`src/rtl/tune_pkg.sv`:
```
// Shared types and widths for the tone output stage: envelope states,
// volume/PWM widths and the floored volume decrement.
package tune_pkg;

  typedef enum logic [1:0] {
    IDLE    = 2'd0,
    PLAY    = 2'd1,
    SUSTAIN = 2'd2
  } env_state_t;

  localparam int VOL_W = 4;
  localparam int PWM_W = 4;

  // One decay step that can never go below the sustain floor.
  function automatic logic [VOL_W-1:0] vol_dec(input logic [VOL_W-1:0] vol,
                                               input logic [VOL_W-1:0] floor_vol);
    logic [VOL_W-1:0] res;
    if (vol > floor_vol) begin
      res = vol - VOL_W'(1);
    end else begin
      res = floor_vol;
    end
    return res;
  endfunction

endpackage

```
`src/rtl/tune_pwm_mod.sv`:
```
// PWM modulator: free-running 4-bit ramp compared against the envelope volume,
// gated by the tone level and the stage enable.
module tune_pwm_mod
  import tune_pkg::*;
(
  input  logic       clk,
  input  logic       rst_n,
  input  logic       en,
  input  logic       tone,
  input  logic [3:0] volume,
  output logic       pwm_out
);

  logic [PWM_W-1:0] pwm_cnt_q, pwm_cnt_d;
  logic             pwm_q, pwm_d;

  // Ramp keeps running in every state so the duty phase never stalls.
  always_comb begin
    pwm_cnt_d = pwm_cnt_q + PWM_W'(1);
    pwm_d     = en & tone & (pwm_cnt_q < volume);
  end

  always_ff @(posedge clk or negedge rst_n) begin
    if (!rst_n) begin
      pwm_cnt_q <= {PWM_W{1'b0}};
      pwm_q     <= 1'b0;
    end else begin
      pwm_cnt_q <= pwm_cnt_d;
      pwm_q     <= pwm_d;
    end
  end

  assign pwm_out = pwm_q;

endmodule

```
`src/rtl/tune_envelope_pwm.sv`:
```
// Speaker output stage: detects note onsets after a silent gap, applies a
// decaying volume envelope and drives the pin through the PWM modulator.
module tune_envelope_pwm
  import tune_pkg::*;
#(
  parameter int SILENCE_CYCLES = 64,
  parameter int DECAY_DIV      = 4096,
  parameter int VOL_MAX        = 15,
  parameter int VOL_MIN        = 2
) (
  input  logic       clk,
  input  logic       rst_n,
  input  logic       en,
  input  logic       tone_in,
  output logic       pwm_out,
  output logic       note_start,
  output logic [3:0] volume
);

  localparam int SIL_W = $clog2(SILENCE_CYCLES + 1);
  localparam int DEC_W = $clog2(DECAY_DIV);
  localparam logic [SIL_W-1:0] SIL_MAX  = SIL_W'(SILENCE_CYCLES);
  localparam logic [DEC_W-1:0] DEC_LAST = DEC_W'(DECAY_DIV - 1);
  localparam logic [VOL_W-1:0] V_MAX    = VOL_W'(VOL_MAX);
  localparam logic [VOL_W-1:0] V_MIN    = VOL_W'(VOL_MIN);

  logic             tone_q, tone_qq;
  logic [SIL_W-1:0] sil_cnt_q, sil_cnt_d;
  logic [DEC_W-1:0] dec_cnt_q, dec_cnt_d;
  env_state_t       state_q, state_d;
  logic [VOL_W-1:0] volume_q, volume_d, vol_step_s;
  logic             note_start_q, note_start_d;
  logic             edge_s, gap_s;

  assign edge_s     = tone_q ^ tone_qq;
  assign gap_s      = (sil_cnt_q == SIL_MAX);
  assign vol_step_s = vol_dec(volume_q, V_MIN);

  // An edge clears the count even on the cycle it would have reached the threshold.
  always_comb begin
    sil_cnt_d = sil_cnt_q;
    if (edge_s) begin
      sil_cnt_d = {SIL_W{1'b0}};
    end else if (!gap_s) begin
      sil_cnt_d = sil_cnt_q + SIL_W'(1);
    end else begin
      sil_cnt_d = sil_cnt_q;
    end
  end

  always_comb begin
    state_d      = state_q;
    volume_d     = volume_q;
    dec_cnt_d    = dec_cnt_q;
    note_start_d = 1'b0;
    if (!en) begin
      state_d   = IDLE;
      volume_d  = {VOL_W{1'b0}};
      dec_cnt_d = {DEC_W{1'b0}};
    end else if (edge_s && gap_s) begin
      state_d      = PLAY;
      volume_d     = V_MAX;
      dec_cnt_d    = {DEC_W{1'b0}};
      note_start_d = 1'b1;
    end else begin
      case (state_q)
        IDLE: begin
          volume_d = {VOL_W{1'b0}};
        end
        PLAY: begin
          if (gap_s) begin
            state_d  = IDLE;
            volume_d = {VOL_W{1'b0}};
          end else if (dec_cnt_q == DEC_LAST) begin
            dec_cnt_d = {DEC_W{1'b0}};
            volume_d  = vol_step_s;
            if (vol_step_s == V_MIN) begin
              state_d = SUSTAIN;
            end else begin
              state_d = PLAY;
            end
          end else begin
            dec_cnt_d = dec_cnt_q + DEC_W'(1);
          end
        end
        SUSTAIN: begin
          if (gap_s) begin
            state_d  = IDLE;
            volume_d = {VOL_W{1'b0}};
          end else begin
            volume_d = V_MIN;
          end
        end
        default: begin
          state_d  = IDLE;
          volume_d = {VOL_W{1'b0}};
        end
      endcase
    end
  end

  // Counter preloads to the threshold so the first edge after reset is an onset.
  always_ff @(posedge clk or negedge rst_n) begin
    if (!rst_n) begin
      tone_q       <= 1'b0;
      tone_qq      <= 1'b0;
      sil_cnt_q    <= SIL_MAX;
      dec_cnt_q    <= {DEC_W{1'b0}};
      state_q      <= IDLE;
      volume_q     <= {VOL_W{1'b0}};
      note_start_q <= 1'b0;
    end else begin
      tone_q       <= tone_in;
      tone_qq      <= tone_q;
      sil_cnt_q    <= sil_cnt_d;
      dec_cnt_q    <= dec_cnt_d;
      state_q      <= state_d;
      volume_q     <= volume_d;
      note_start_q <= note_start_d;
    end
  end

  tune_pwm_mod u_pwm (
    .clk     (clk),
    .rst_n   (rst_n),
    .en      (en),
    .tone    (tone_q),
    .volume  (volume_q),
    .pwm_out (pwm_out)
  );

  assign note_start = note_start_q;
  assign volume     = volume_q;

endmodule

```
`config.mk`:
```
export PLATFORM = sky130hd
export DESIGN_NAME = tune_envelope_pwm
export DESIGN_NICKNAME = d
export VERILOG_FILES = /design/src/rtl/tune_pkg.sv /design/src/rtl/tune_pwm_mod.sv /design/src/rtl/tune_envelope_pwm.sv
export SDC_FILE = /design/constraint.sdc
export NUM_CORES = 1
export LEC_CHECK = 0
export BUFFER_PORTS_ARGS = -buffer_cell sky130_fd_sc_hd__buf_2
export CAP_MARGIN = 25
export CORE_ASPECT_RATIO = 2
export CORE_UTILIZATION = 65
export CTS_CLUSTER_DIAMETER = 200
export DETAILED_ROUTE_END_ITERATION = 16
export GPL_ROUTABILITY_DRIVEN = 0
export MAX_ROUTING_LAYER = met4
export PLACE_DENSITY = 0.84
export SLEW_MARGIN = 20
export SYNTH_ARGS = -nofsm -noshare
export SYNTH_HDL_FRONTEND = slang
export SYNTH_HIERARCHICAL = 1
export SYNTH_SLANG_ARGS = --single-unit
```
`constraint.sdc`:
```
create_clock -name clk -period 3.75 [get_ports clk]
set_clock_uncertainty 0.1 [all_clocks]
set_input_delay 0.75 -clock clk [delete_from_list [all_inputs] [get_ports clk]]
set_output_delay 0.75 -clock clk [all_outputs]
set_load 0.02 [all_outputs]
```
==> results of run 1 <==
[final cells by class]
cell class	count	area share
clock inverters	1	0.0143
multi-input cells	144	0.486
flip-flops and latches	33	0.395
clock buffers	7	0.0412
well taps	29	0.0173
inverters	14	0.0251
repair buffers	9	0.0215
[state kept, by name, summed over array words and instances (netlist names)]
| register | flops |
|---|---|
| dec_cnt_q | 12 |
| note_start | 1 |
| sil_cnt_q | 7 |
| state_q | 2 |
| tone_q | 1 |
| tone_qq | 1 |
| u_pwm/pwm_cnt_q | 4 |
| u_pwm/pwm_out | 1 |
| volume | 4 |
[how the worst max path moves through the flow]
stage	from	end	slack, ns	cells past startpoint
floorplan	en	dec_cnt_q[6]$_DFFE_PN0P_	1.53	7
global placement	en	dec_cnt_q[6]$_DFFE_PN0P_	1.36	6
detailed placement	en	dec_cnt_q[8]$_DFFE_PN0P_	1.32	6
CTS	sil_cnt_q[0]$_DFFE_PN0P_	dec_cnt_q[8]$_DFFE_PN0P_	1.51	7
global route	sil_cnt_q[0]$_DFFE_PN0P_	dec_cnt_q[8]$_DFFE_PN0P_	1.36	7
finish	sil_cnt_q[0]$_DFFE_PN0P_	dec_cnt_q[8]$_DFFE_PN0P_	1.50	7
[stage by stage]
stage	hold WS [ns]	area [sq um]
after floorplan	0.343	1920
after global placement	0.367	1980
after global routing	0.406	2090
final	0.383	2090
after CTS	0.389	2090
after detailed placement	0.373	1980
[logic make-up (layout without fill, tap and decap cells)]
logic type               after synthesis  count (layout)  share of synthesized area
AND/OR/NAND/NOR                       79              79                      0.237
AO/OA/AOI/OAI                         40              40                      0.151
flip-flops                            33              33                      0.431
buffers and inverters                 17              31                     0.0385
adder cells (fa/ha/maj)               12              12                     0.0783
XOR/XNOR                              12              12                     0.0587
multiplexers                           1               1                    0.00587
[critical path: stages (launching register included)]
cell and delay (ns):
dfrtp_1 0.41, inv_1 0.11, ha_1 0.19, nand4bb_1 0.17
or4_1 0.69, nand2_1 0.23, or3_1 0.14, a21oi_1 0.07
[layer usage]
layer	vias up	GRT usage	wire length, microns
met5	-	-	0
met4	0	0.220	154
met3	19	0.112	154
met2	55	0.525	2500
met1	759	0.270	1530
li1	722	-	-
[cell usage after synthesis (2+ instances only)]
library cell	instances
dfrtp_1	32
nor2_1	17
nand2_1	15
inv_1	13
ha_1	12
a21oi_1	9
nand3_1	8
nor3_1	6
xor2_1	6
and3_1	5
o21ai_1	5
xnor2_1	5
nand4_1	4
nor2b_1	4
o21ai_0	4
nand2b_1	3
o211ai_1	3
a22o_1	2
a31oi_1	2
and2_1	2
buf_2	2
nand4bb_1	2
o32a_1	2
or2_1	2
or3_1	2
[power by group through the flow]
stage | Combinational [mW] | Clock [mW] | Sequential (mW)
finish | 0.220 | 0.344 | 0.413
CTS | 0.217 | 0.349 | 0.411
detailed placement | 0.214 | 0 | 0.418
global route | 0.240 | 0.360 | 0.415
floorplan | 0.149 | 0 | 0.419
global placement | 0.198 | 0 | 0.415
==> metrics.md, run 1 <==
| Metric | Value |
|---|---|
| TritonCTS Buffers | 5 |
| Setup Buffers After CTS | 0 |
| Syn Std Cell Area | about 1900 sq um |
| Row count | 27 |
| Clock power share | 0.352 |
| CP Capture Type | flop |
| # IOs | 10 |
| Syn. warnings | 6 |
| Switch share | 0.304 |
| Via-to-Cell Ratio | 6.56 |
| Sequential share of power | 0.422 |
| Overflow after GRT | 0 |
| Vias in the first global route | approximately 1,600 |
| Synth top area cells | dfrtp_1 42%, ha_1 7.8%, nor2_1 3.3% |
| Worst reg2reg path endpoint | dec_cnt_q[8]$_DFFE_PN0P_ |
| HP Class | reg2reg |
| Async SR Flop Fraction | 1.00 |
| Reg-to-Reg Start | sil_cnt_q[0]$_DFFE_PN0P_ |
| Final-report max-slew violation count | 0 |
| Fin crit period | around 2.2 ns |
| P_sw | approximately 0.30 mW |
| Core box area | ~2800 sq um |
| Pwr per Cell Area | ~470 nW/um^2 |
| H-Tree Depth | 2 |
| Port bufs | 9 |
| Nets | 223 |
| Most frequent cells in the layout | 32 x dfrtp_1, 17 x nor2_1, 15 x nand2_1, 13 x inv_1, 12 x ha_1 |
| CTS Root Cell | clkbuf_8 |
| VDD IR-drop max | about 440 uV |
| R2R depth | 7 |
| Hold_buf cts | 0 |
| Critical path arrival | between 2 and 2.5 ns |
| Global-route usage over all layers | 0.319 |
| Post-synth EDFFs | 0 |
| LEAKAGE | ~0.94 nW |
| RSZ-0062 raised after global routing | no |
| Max Fclk | between 0.4 and 0.5 GHz |
| Placed cell count | around 230 |
| FF+latch area | 827 sq um |
| #FFs+latches synth | 33 |
| Clk_lat worst skew | between 0.2 and 0.3 ns |
| DP HPWL | roughly 3200 microns |
| Combinational power share | 0.225 |
| Setup violators final | 0 |
| Routed wire length | approximately 4300 microns |
| Sequential fraction of the synthesis area | 0.431 |
| Initial core utilization | 0.692 |
| Hold Vio Cnt, Final | 0 |
| R2r setup slk | ~1.5 ns |
| Synthesized Nets | 210 |
| Initial antenna violation count | 0 |
| Clock-pin slew on the worst setup and hold paths | 0.07 ns |
| Layout cell share with drive strength beyond 1 | 0.144 |
| Final TNS setup | 0 ns |
| MaxCap Viol Count | 0 |
| Commonest non-fill, non-tap cell in the layout | dfrtp_1 |
| Unique masters post-synth | 52 |
| Worst-path fanout max | 7 |
| Fin crit share | 0.599 |
| Fillers | 193 |
| # diodes | 0 |
| Hold path startpoint | u_pwm/pwm_cnt_q[0]$_DFF_PN0_ |
| Startpoint types | flop |
| Pre-CTS worst setup slack | between 1 and 1.5 ns |
| Multi-input logic area | just over 1000 sq um |
| Clock sinks | 33 |
| DRT iter0 DRCs | 110 |
| Worst Path Required | between 3 and 4 ns |
| Total Power | between 0.9 and 1 mW |
| Clock Path Buffers | 2 |
| Mapped Cells | between 150 and 200 |
| Die W | roughly 40 microns |
| CTS tree | built |
| Final Non-Filler Cells | approximately 240 |
| PostCTS Resize Cnt | 0 |
| Antenna-violating nets left | 0 |
| Area leader, netlist | dfrtp_1 |
| Die Y | roughly 80 microns |
| Largest net degree at the start of global routing | 34 |
| Finished Core Util | 0.756 |
| DRC errors left | 0 |
| Internal power | just under 0.7 mW |
| Final WS setup | about 1.5 ns |
| Post-Syn Area per Cell | ~9.9 sq um |
| Status | finished clean |
| Routed via count | ~1,600 |
| DR WL/cell | 18.3 microns |
| Synth-to-layout area growth | 9.20% |
| Predominant post-synthesis flop cell | dfrtp_1 |
| Drt pass-1 iters | 4 |
| Global-route wire length before repair | between 6000 and 7000 microns |
| Top-area cell type share of the netlist area | 0.417 |
| Hold worst-path end | u_pwm/pwm_cnt_q[0]$_DFF_PN0_ |
| Hold depth | 1 |
| WS Path Type | reg2reg |
| Die ar. | 3190 sq um |
| Worst slew margin | 0.519 |
| Worst slew pin tran | 0.721 ns |
Power figures use the tool's default switching activity.
==> run 2: changes to the inputs <==
ABC_AREA = 1   (was default)
CORE_UTILIZATION = 61   (was 65)
PLACE_DENSITY = 0.79   (was 0.84)
clock period = 2.3 ns   (was 3.75 ns; I/O delays follow)
==> run 2 against run 1 <==
Synthesized cell count rose by 35%. Die area is 12% higher. Hold slack got worse by 0.27 ns. Flip-flop and latch count stayed put. Critical path depth grew 2. Combinational power shrank 67%.
==> metrics.md, run 2 <==
| Metric | Value |
|---|---|
| Final TNS setup | 0 ns (unchanged) |
| Async SR Flop Fraction | 1.00 (unchanged) |
| Die ar. | 3560 sq um (+12%) |
| Final WS setup | 0.369 ns (-1.13 ns) |
| Area leader, netlist | dfrtp_1 |
| Largest regs | dec_cnt_q (12), sil_cnt_q (7) |
| R2R depth | 9 (+2) |
| Most flop-heavy register | dec_cnt_q |
| Clock power share | 0.452 (+0.100) |
| Nets | 290 (+30%) |
| Synth top area cells | dfrtp_1 40%, nand2_1 13%, ha_1 7.4% |
| Pwr per Cell Area | 560 nW/um^2 (+20%) |
| Die W | 42.7 microns (+5.6%) |
| # IOs | 10 (unchanged) |
| Final-report max-slew violation count | 0 (unchanged) |
| Most frequent cells in the layout | 69 x nand2_1, 40 x inv_1, 32 x dfrtp_1, 24 x nor2_1, 18 x nand3_1 |
| Top-area cell type share of the netlist area | 0.397 (-0.0210) |
| Die Y | 83.4 microns (+5.8%) |
| Worst slew margin | 0.522 (+0.00222) |
| Switch share | 0.237 (-0.0667) |
| LEAKAGE | 1.10 nW (+17%) |
| Crit path max-delay cell type | dfrtp_1 |
| Combinational power share | 0.059 (-0.166) |
| TritonCTS Buffers | 5 (unchanged) |
| # diodes | 0 (unchanged) |
| Routed via count | 1,673 (+7.6%) |
| Initial antenna violation count | 0 (unchanged) |
| DR WL/cell | 13.0 microns (-29%) |
| CTS Root Cell | clkbuf_8 |
| Internal power | 0.935 mW (+37%) |
| DP HPWL | 2980 microns (-7.8%) |
| Clock Path Buffers | 2 (unchanged) |
| Sequential share of power | 0.489 (+0.067) |
| Post-synth top cells | 69 x nand2_1, 40 x inv_1, 32 x dfrtp_1 |
| Post-synth EDFFs | 0 (unchanged) |
| H-Tree Depth | 2 (unchanged) |
| Port bufs | 9 (unchanged) |
| Placed cell area | 2070 sq um (+4.8%) |
| CP Capture Type | flop |
| Fin crit share | 0.840 (+0.240) |
| Hold_buf cts | 0 (unchanged) |
| Worst-path cell chain | inv_1 > ha_1 > nand2_1 > nor2_1 > nand3_2 > nand3_4 > inv_1 > nor2_1 > nor2_1 |
| Global-route wire length before repair | 6860 microns (+0.81%) |
| Row count | 29 (+7.4%) |
| Worst Path Required | 2.37 ns (-1.42 ns) |
| Clock-pin slew on the worst setup and hold paths | 0.07 ns (about the same) |
| Synth-to-layout area growth | 8.36% |
| Fin crit period | 1.93 ns (-0.316 ns) |
| Hold Vio Cnt, Final | 0 (unchanged) |
| HP Class | in2async |
| VDD IR-drop max | 618 uV (+42%) |
| Vias in the first global route | 1,637 (+2.9%) |
| Worst slew pin tran | 0.718 ns (-0.00334 ns) |
| Max Fclk | 0.518 GHz (+16%) |
| Via-to-Cell Ratio | 5.47 (-17%) |
| PostCTS Resize Cnt | 0 (unchanged) |
| CP top delay family | simple AND/OR/NAND/NOR gates |
| Startpoint types | flop |
| Setup Buffers After CTS | 0 (unchanged) |
| Post-route cell area | 2190 sq um (+4.5%) |
| Syn Std Cell Area | 2020 sq um (+5.3%) |
| MaxCap Viol Count | 0 (unchanged) |
| Antenna-violating nets left | 0 (unchanged) |
| Mapped Cells | 261 (+35%) |
| CTS tree | built |
| CP dominant cell by count | nor2_1 |
| Commonest non-fill, non-tap cell in the layout | nand2_1 |
| Predominant post-synthesis flop cell | dfrtp_1 |
| Core box area | 3160 sq um (+14%) |
| Synthesized Nets | 277 (+32%) |
| DRT iter0 DRCs | 21 (-81%) |
| Total Power | 1.23 mW (+25%) |
| Syn. warnings | 6 (unchanged) |
| Worst reg2reg path endpoint | dec_cnt_q[4]$_DFFE_PN0P_ |
| Global-route usage over all layers | 0.258 (-0.0614) |
| Overflow after GRT | 0 (unchanged) |
| Pre-CTS worst setup slack | 0.406 ns (-0.909 ns) |
| #FFs+latches synth | 33 (unchanged) |
| Largest net degree at the start of global routing | 34 (unchanged) |
| DRC errors left | 0 (unchanged) |
| Clk_lat worst skew | 0.29 ns (about the same) |
| Post-Syn Area per Cell | 7.74 sq um (-22%) |
| Status | finished clean |
| R2r setup slk | 0.37 ns (-1.13 ns) |
| Routed wire length | 3960 microns (-8.6%) |
| Initial core utilization | 0.640 (-0.0527) |
| Clock sinks | 33 (unchanged) |
| WS Path Type | reg2reg |
| Critical path arrival | 2.01 ns (-0.28 ns) |
| Worst-path fanout max | 16 (+9) |
| Setup violators final | 0 (unchanged) |
| Drt pass-1 iters | 5 (+1) |
| Largest register FFs | 12 (unchanged) |
| P_sw | 0.291 mW (-2.0%) |
| Reg-to-Reg Start | sil_cnt_q[1]$_DFFE_PN0P_ |
| Unique masters post-synth | 29 (-44%) |
| Buf+Inv Stages, Crit Path | 2 (+1) |
| Sequential fraction of the synthesis area | 0.410 (-0.0216) |
| CP max stage delay | 0.39 ns (-0.30 ns) |
| Most numerous cell in the Yosys netlist | nand2_1 |
| RSZ-0062 raised after global routing | no |
| Layout cell share with drive strength beyond 1 | 0.142 (-0.00241) |
## run 2: changes by cell type after synthesis, sizes merged, moves of 5 or more
cell	before	now
nand2	15	71
inv	13	43
nand3	9	23
nor2	17	31
o21ai	10	17
xor2	7	1
and3	5	0
## run 2: cell type report
class	instances	area, sq um
clock inverters	3	46.3
clock buffers	5	68.8
inverters	43	161
flip-flops and latches	33	827
well taps	31	38.8
fillers	271	968
multi-input cells	182	1000
repair buffers	9	45.0
## run 2: cells by family after synthesis
| logic type | count (synthesis) | share of synthesized area |
|---|---|---|
| flops | 33 | 0.410 |
| compound gates | 30 | 0.0805 |
| fa+ha+maj | 12 | 0.0743 |
| buf+inv | 46 | 0.0948 |
| xor+xnor | 2 | 0.00868 |
| simple gates | 138 | 0.332 |
## run 2: how the worst max path moves through the flow
stage	start	end	slack, ns	cells past startpoint
after floorplan	volume[0]$_DFFE_PN0P_	state_q[0]$_DFFE_PN0P_	0.64	9
after global placement	sil_cnt_q[0]$_DFFE_PN0P_	dec_cnt_q[11]$_DFFE_PN0P_	0.49	9
after detailed placement	sil_cnt_q[1]$_DFFE_PN0P_	dec_cnt_q[4]$_DFFE_PN0P_	0.41	9
after CTS	sil_cnt_q[1]$_DFFE_PN0P_	dec_cnt_q[4]$_DFFE_PN0P_	0.37	9
after global routing	sil_cnt_q[1]$_DFFE_PN0P_	dec_cnt_q[9]$_DFFE_PN0P_	0.14	9
final	sil_cnt_q[1]$_DFFE_PN0P_	dec_cnt_q[4]$_DFFE_PN0P_	0.37	9
## run 2: power by group through the flow
stage / combinational [mW] / sequential [mW] / clock (mW)
final: 0.0717 / 0.600 / 0.554
after global routing: 0.0837 / 0.600 / 0.582
after CTS: 0.0731 / 0.599 / 0.562
after detailed placement: 0.0733 / 0.610 / 0
after global placement: 0.0700 / 0.609 / 0
after floorplan: 0.0506 / 0.608 / 0
## run 2: per-layer routing
metal  GRT usage  wire length [microns]  part of all wire
met1       0.243                   1490              0.38
met2       0.464                   2280              0.58
met3      0.0435                     80             0.020
met4       0.142                    112             0.028
met5           -                      0                 0
## run 2: metrics by stage
step / util / instances / hold WS [ns]
floorplan: - / 261 / 0.0644
global placement: 0.657 / 298 / 0.313
detailed placement: 0.657 / 298 / 0.332
CTS: 0.693 / 306 / 0.144
global route: 0.693 / 306 / 0.169
finish: 0.693 / 306 / 0.114
